==> src/rtl/packed_union_arbiter_pkg.sv <==
// Shared types for the packed-union arbiter: FSM state encoding, union member
// selectors, and the union word that the two views alias.
package packed_union_arbiter_pkg;

    // Width of the shared union word; the top-level WIDTH parameter must match this.
    localparam int DATA_W = 8;

    // Union member selectors carried on req_view.
    localparam logic VIEW_V1 = 1'b0;
    localparam logic VIEW_V2 = 1'b1;

    typedef enum logic [1:0] {
        ST_IDLE   = 2'd0,
        ST_ACCESS = 2'd1,
        ST_RESP   = 2'd2
    } state_t;

    typedef struct packed {
        logic [DATA_W/2-1:0] hi;
        logic [DATA_W/2-1:0] lo;
    } half_pair_t;

    // v1 and v2 are two names for the same DATA_W bits.
    typedef union packed {
        logic [DATA_W-1:0] v1;
        half_pair_t        v2;
    } word_u;

endpackage

==> src/rtl/packed_union_arbiter_rr_arb2.sv <==
// Two-way round-robin arbiter. It grants only while enabled. On a tie, the
// requester that did not win the previous grant wins.
module rr_arb2
    import packed_union_arbiter_pkg::*;
(
    input  logic       clk,
    input  logic       rst,
    input  logic       en,
    input  logic [1:0] req,
    output logic [1:0] grant
);

    // ptr = 1 means requester 1 wins the next tie.
    logic ptr;

    // Grant decode: single requester wins outright, ties resolved by ptr.
    always_comb begin
        grant = 2'b00;
        if (en) begin
            case (req)
                2'b01:   grant = 2'b01;
                2'b10:   grant = 2'b10;
                2'b11:   grant = ptr ? 2'b10 : 2'b01;
                default: grant = 2'b00;
            endcase
        end
    end

    // Pointer moves only on a grant, toward the requester that lost.
    always_ff @(posedge clk or posedge rst) begin
        if (rst) begin
            ptr <= 1'b0;
        end else if (grant != 2'b00) begin
            ptr <= grant[0];
        end
    end

endmodule

==> src/rtl/packed_union_arbiter.sv <==
// Arbitrates two requesters onto one packed-union register. Each transaction
// runs IDLE (grant) -> ACCESS (register read or write) -> RESP (hold until
// rsp_ready). Writes through v2 change only the low half. Reads through v2
// return the low half, zero-extended.
module packed_union_arbiter
    import packed_union_arbiter_pkg::*;
#(
    parameter int WIDTH = DATA_W
) (
    input  logic               clk,
    input  logic               rst,
    input  logic [1:0]         req_valid,
    output logic [1:0]         req_ready,
    input  logic [1:0]         req_we,
    input  logic [1:0]         req_view,
    input  logic [2*WIDTH-1:0] req_wdata,
    output logic               rsp_valid,
    output logic               rsp_id,
    output logic [WIDTH-1:0]   rsp_rdata,
    input  logic               rsp_ready,
    output logic               ERROR
);

    state_t           state, state_next;
    logic             arb_en;
    logic [1:0]       grant;
    logic             gid;
    word_u            word_q;
    logic             we_q, view_q, id_q;
    logic [WIDTH-1:0] wdata_q, rdata_q;
    logic [1:0]       prev_valid, prev_ready;
    logic             error_q;

    rr_arb2 u_arb (
        .clk   (clk),
        .rst   (rst),
        .en    (arb_en),
        .req   (req_valid),
        .grant (grant)
    );

    assign gid       = grant[1];
    assign req_ready = grant;
    assign rsp_id    = id_q;
    assign rsp_rdata = rdata_q;
    assign ERROR     = error_q;

    // State register.
    always_ff @(posedge clk or posedge rst) begin
        if (rst) state <= ST_IDLE;
        else     state <= state_next;
    end

    // Next-state logic.
    always_comb begin
        state_next = state;
        case (state)
            ST_IDLE:   if (req_valid != 2'b00) state_next = ST_ACCESS;
            ST_ACCESS: state_next = ST_RESP;
            ST_RESP:   if (rsp_ready) state_next = ST_IDLE;
            default:   state_next = ST_IDLE;
        endcase
    end

    // State decode: grants only in IDLE, and never while reset is asserted.
    always_comb begin
        arb_en    = (state == ST_IDLE) && !rst;
        rsp_valid = (state == ST_RESP);
    end

    // Capture the winner's command in its grant cycle.
    always_ff @(posedge clk or posedge rst) begin
        if (rst) begin
            we_q    <= 1'b0;
            view_q  <= VIEW_V1;
            id_q    <= 1'b0;
            wdata_q <= '0;
        end else if (grant != 2'b00) begin
            we_q    <= req_we[gid];
            view_q  <= req_view[gid];
            id_q    <= gid;
            wdata_q <= req_wdata[gid*WIDTH +: WIDTH];
        end
    end

    // Register access in ACCESS. The response data then holds until the next access.
    always_ff @(posedge clk or posedge rst) begin
        if (rst) begin
            word_q  <= '0;
            rdata_q <= '0;
        end else if (state == ST_ACCESS) begin
            if (we_q) begin
                if (view_q == VIEW_V1) word_q.v1    <= wdata_q;
                else                   word_q.v2.lo <= wdata_q[WIDTH/2-1:0];
                rdata_q <= '0;
            end else begin
                rdata_q <= (view_q == VIEW_V1) ? word_q.v1
                                               : {{(WIDTH/2){1'b0}}, word_q.v2.lo};
            end
        end
    end

    // Sticky protocol check: an ungranted requester drops valid, or rsp_ready is high without rsp_valid.
    always_ff @(posedge clk or posedge rst) begin
        if (rst) begin
            prev_valid <= 2'b00;
            prev_ready <= 2'b00;
            error_q    <= 1'b0;
        end else begin
            prev_valid <= req_valid;
            prev_ready <= req_ready;
            if (((prev_valid & ~req_valid & ~prev_ready) != 2'b00) ||
                (rsp_ready && !rsp_valid))
                error_q <= 1'b1;
        end
    end

endmodule

==> config.mk <==
export PLATFORM = sky130hd
export DESIGN_NAME = packed_union_arbiter
export DESIGN_NICKNAME = d
export VERILOG_FILES = /design/src/rtl/packed_union_arbiter_pkg.sv /design/src/rtl/packed_union_arbiter_rr_arb2.sv /design/src/rtl/packed_union_arbiter.sv
export SDC_FILE = /design/constraint.sdc
export NUM_CORES = 1
export LEC_CHECK = 0
export ABC_AREA = 1
export CAP_MARGIN = 20
export CORE_UTILIZATION = 35
export DETAILED_ROUTE_END_ITERATION = 16
export MAX_ROUTING_LAYER = met4
export PLACE_DENSITY = 0.69
export SETUP_SLACK_MARGIN = 0.15
export SYNTH_ARGS = -nofsm -noshare
export SYNTH_HDL_FRONTEND = slang
export SYNTH_SLANG_ARGS = --single-unit
export TNS_END_PERCENT = 20
==> constraint.sdc <==
create_clock -name clk -period 6.2 [get_ports clk]
set_clock_uncertainty 0.15 [all_clocks]
set_input_delay 1.24 -clock clk [delete_from_list [all_inputs] [get_ports clk]]
set_output_delay 1.24 -clock clk [all_outputs]
set_load 0.02 [all_outputs]
==> Yosys cells after proc, flatten, opt, wreduce, memory -nomap -nowiden <==
Cells that the tools add are included.
{ "op_classes": {"order_cmp": 1, "n_mul": 0, "bitwise_logic": 5, "n_reduce_logical": 12, "eq_ne": 7, "div": 0, "muxes": 12, "n_addsub": 0, "n_shift": 1} }
{ "op_table": {"columns": ["op", "count"], "rows": [
  ["2-to-1 mux 8 bit", 2],
  ["variable part select 16 x 5 -> 8 bit", 1],
  ["case mux 2 bit (3 select lines)", 2],
  ["2-to-1 mux 2 bit", 4],
  ["equality test 2 bit (second input constant)", 3],
  ["nonzero test 2 bit", 3],
  ["AND 2 bit", 2],
  ["equality test 2 x 1 -> 1 bit (second input constant)", 2],
  ["2-to-1 mux 1 bit", 4],
  ["NOT 2 bit", 2],
  ["AND reduction 2 bit", 2],
  ["AND reduction 3 bit", 1],
  ["logical AND 1 bit", 2],
  ["zero test 1 bit", 2],
  ["zero test 2 bit", 1],
  ["less-than comparator 1 x 2 -> 1 bit (second input constant)", 1],
  ["inequality test 2 x 1 -> 1 bit (second input constant)", 1],
  ["inequality test 2 bit (second input constant)", 1],
  ["logical OR 1 bit", 1],
  ["NOT 1 bit", 1]
]} }
{ "word_totals": {"rom_bits": 0, "latchBits": 0, "out_inout_bits": 13, "memories": 0, "ramBits": 0, "reg_bits": 35, "in_bits": 25} }

==> Depth between registers and ports, before layout <==
{ "logic_depth": {"word_depth": 5, "mapped_depth": 8, "mapped_depth_nobuf": 7} }

==> By module <==
A second synthesis with hierarchy kept.
{ "hier_totals": {"hier_cells": 167, "area_unflattened_um2": 1438.9} }
{ "modules_own_cells": {"columns": ["module", "area_each_um2", "n_inst", "cells_per_inst"], "rows": [
  ["packed_union_arbiter", 1371.3, 1, 155],
  ["rr_arb2", 67.6, 1, 12]
]} }

==> Least setup slack after synthesis <==
OpenSTA, ideal clock, no wires.
{ "synth_timing": {"path_type": "input port to output port", "from": "in rst", "to": "out req_ready[0]", "slack_ns": 2.232, "required_time_ns": 4.810, "stages": 3, "t_arrival_ns": 2.578, "cell_sequence": "inv_1 -> nand2_2 -> nor2_1"} }
{ "synth_via": {"elab_chain_cells": 3} }
{ "synth_rtl": {"columns": ["element", "line_no", "text"], "rows": [
  ["start: declaration", "packed_union_arbiter.sv:11", "input logic rst,"],
  ["zero test 1 bit (no source line)", null, null],
  ["logical AND 1 bit", "packed_union_arbiter.sv:67", "arb_en = (state == ST_IDLE) && !rst;"],
  ["2-to-1 mux 2 bit", "packed_union_arbiter_rr_arb2.sv:19", "if (en) begin"],
  ["end: declaration", "packed_union_arbiter.sv:13", "output logic [1:0] req_ready,"]
]} }
Every way passes these cells.

==> Worst setup path after layout <==
{ "layout_timing": {"from": "in req_valid[0]", "to": "out req_ready[0]"} }
{ "layout_via": {"elab_chain_cells": 3} }
{ "layout_rtl": {"columns": ["element", "line_no", "text"], "rows": [
  ["start: declaration", "packed_union_arbiter.sv:12", "input logic [1:0] req_valid,"],
  ["equality test 2 bit or equality test 2 x 1 -> 1 bit (tied branches)", "packed_union_arbiter_rr_arb2.sv:20", "case (req)"],
  ["case mux 2 bit (3 select lines) *", "packed_union_arbiter_rr_arb2.sv:20", null],
  ["2-to-1 mux 2 bit *", "packed_union_arbiter_rr_arb2.sv:19", null]
]} }
Every way passes the cells marked *; elsewhere a longest branch is shown, timed or not.

==> results.cfg <==
[outcome]
run_status = completed

[die]
die_h_um = 68.1
starting_density_of_the_core = 0.374
floorplan.die.width_um = 68.1
core_area_sq_um = 4090
top_level_ports = 38
die_area_sq_um = 4630
rows = 23

[routing]
antenna_violating_nets_post_route = 0
first_iter_violations = 78
wl_mm = 3.06
remaining_drc_errors = 0
vias_per_cell = 4.45
drt_pre_antenna_iters = 4
via_count = 1205
routedWlPerCell_um = 11.3

[power_and_ir_drop]
intPower_mw = 0.517
power_per_cell_area_nw_per_um2 = 406
swShare = 0.368
max-vdd-ir-drop_v = 0.000232
clock_power_share = 0.182
power.switching_mw = 0.301
p_seq_frac = 0.438
comb_power_share = 0.379
power_leakage_nw = 1.02

[clock_tree]
cts_hold_repair.buffers = 0
ctsLongestPathBuffers = 2
post_cts_buffers = 0
cts_tree = done
cts_root_buf = sky130_fd_sc_hd__clkbuf_8
clk_latency_ps = 280
cts.reportedPaths.clkPinSlew_ps = 70
post_cts_resized = 0
numCtsBuffers = 5
cts.htree.levels = 2
clock-sinks = 35

[placement]
place_ws_ps = 1740
port-buffer-count = 37
gp_routability_congestion = 0.827
dp_hpwl_mm = 2.27

[final_layout]
post-route-util = 0.494
layout_common_cells = sky130_fd_sc_hd__nand2_1 (55), sky130_fd_sc_hd__clkdlybuf4s50_1 (37), sky130_fd_sc_hd__dfrtp_1 (35), sky130_fd_sc_hd__inv_1 (29), sky130_fd_sc_hd__nand3_1 (25)
mostFrequentLayoutCell = sky130_fd_sc_hd__nand2_1
area_growth_pct = 32.0
post_route_cells_drive_above_1_share = 0.0814
num-fill-cells = 412
num-nets-final = 247
diodes_inserted = 0

[grt]
maximum_number_of_pins_on_one_net_before_global_route_repair = 36
gr_util_all_layers = 0.166
first_global_vias = 1171
globalRouteOverflowTotal = 0
grt_first_pass_wirelength_mm = 5.40
antenna_violations_before_repair = 0

[logic_synthesis]
syn-instance-count = 180
synth.ff_latch_count = 35
yosys_warnings = 0
post_synth_num_cell_types = 20
ys_seq_area_frac = 0.573
avgSynthCellArea_sq_um = 8.49
synth.cell_area_sq_um = 1530
post_synthesis_net_count = 205
synth_async_sr_flop_share = 1.00
dominantRegCellSynth = sky130_fd_sc_hd__dfrtp_1
synth-edff-count = 0

[sta]
drv_slew = 0
maxClockFrequency_ghz = 0.223
timing.slew.headroom = 0.700
layout_setup_ws_ps = 1720
setup_viol_count_final = 0
timing_worst_slew_pin_value_ps = 449
period_needed_ps = 4480
setup_tns_ps = 0
post_route_fraction_of_the_period_consumed_by_the_critical_path = 0.723
final_hold_viol_count = 0
rsz0062_at_grt = false

[setup_path]
worst_setup_path_category = in2out
cp_max_fo = 14
timing.critical_path.from_type = input pin
arrival_ps = 3090
worst_setup_path_end_kind = primary output
worst-endpoint-required_ps = 4810

[min_path]
holdCritPathClass = reg2reg

[flow_run]
drv.max_cap_violation_count = 0
[area by class of cell]
class | count | area (sq um) | area share
clock buffer | 6 | 72.6 | 0.0360
multi-input combinational | 110 | 508 | 0.252
inverter | 32 | 120 | 0.0596
tap | 50 | 62.6 | 0.0310
sequential | 35 | 876 | 0.434
timing repair buffer | 38 | 378 | 0.187
[cells by family (layout without fill, tap and decap cells)]
| logic type | Yosys count | count (layout) | share of synthesized area |
|---|---|---|---|
| simple gates | 94 | 94 | 0.278 |
| compound gates | 16 | 16 | 0.0541 |
| buf+inv | 35 | 76 | 0.0942 |
| flops | 35 | 35 | 0.573 |
[final timing paths]
check                                      start                       to  cells after the start  slack, ps
hold / removal              state[0]$_DFFE_PP0P_     state[0]$_DFFE_PP0P_                      1        310
max in group asynchronous                    rst    word_q[2]$_DFFE_PP0P_                      3       4300
setup reg to reg           u_arb.ptr$_DFFE_PP0P_   wdata_q[6]$_DFFE_PP0P_                      5       4740
setup / recovery                    req_valid[0]             req_ready[0]                      4       1720
min in group asynchronous                    rst  prev_valid[0]$_DFF_PP0_                      3       1280
hold reg to reg             state[0]$_DFFE_PP0P_     state[0]$_DFFE_PP0P_                      1        310
[critical path, stage by stage]
cell,delay (ps)
sky130_fd_sc_hd__clkdlybuf4s50_1,750
sky130_fd_sc_hd__nand2_2,260
sky130_fd_sc_hd__nor2_1,210
sky130_fd_sc_hd__clkdlybuf4s50_1,640
[power by group through the flow]
| stage | Sequential, mW | Clock [mW] | Combinational (mW) |
|---|---|---|---|
| floorplan | 0.381 | 0 | 0.189 |
| global placement | 0.363 | 0 | 0.306 |
| detailed placement | 0.363 | 0 | 0.315 |
| CTS | 0.360 | 0.153 | 0.316 |
| global route | 0.369 | 0.163 | 0.357 |
| finish | 0.359 | 0.149 | 0.310 |
[flip-flops by register name, summed over array words and instances, names as in the netlist]
signal	count
rsp_rdata	8
wdata_q	8
word_q	8
prev_ready	2
prev_valid	2
state	2
ERROR	1
rsp_id	1
u_arb.ptr	1
view_q	1
we_q	1
[cells in the mapped netlist (2+ instances only)]
| master | number | area share |
|---|---|---|
| sky130_fd_sc_hd__nand2_1 | 55 | 0.14 |
| sky130_fd_sc_hd__dfrtp_1 | 35 | 0.57 |
| sky130_fd_sc_hd__inv_1 | 29 | 0.071 |
| sky130_fd_sc_hd__nand3_1 | 25 | 0.082 |
| sky130_fd_sc_hd__o21ai_0 | 8 | 0.026 |
| sky130_fd_sc_hd__o21ai_1 | 5 | 0.016 |
| sky130_fd_sc_hd__nand2_2 | 4 | 0.016 |
| sky130_fd_sc_hd__inv_2 | 3 | 0.0074 |
| sky130_fd_sc_hd__nor2_1 | 3 | 0.0074 |
| sky130_fd_sc_hd__a21oi_1 | 2 | 0.0066 |
| sky130_fd_sc_hd__nor2_4 | 2 | 0.015 |
[per-stage QoR]
step | std cells | total power [mW] | instance area [sq um] | hold slack, ps
3_3_place_gp | 265 | 0.668 | 1940 | 310
2_1_floorplan | 180 | 0.570 | 1530 | 282
5_1_grt | 271 | 0.889 | 2020 | 330
6_report | 271 | 0.818 | 2020 | 312
4_1_cts | 271 | 0.829 | 2020 | 313
3_5_place_dp | 265 | 0.678 | 1940 | 305
[routing by layer]
layer	track usage	routed length, um	vias up
li1	-	-	635
met1	0.217	1540	534
met2	0.249	1320	30
met3	0.0467	154	6
met4	0.0547	44	0
met5	-	0	-
(Power assumes the default switching activity.)
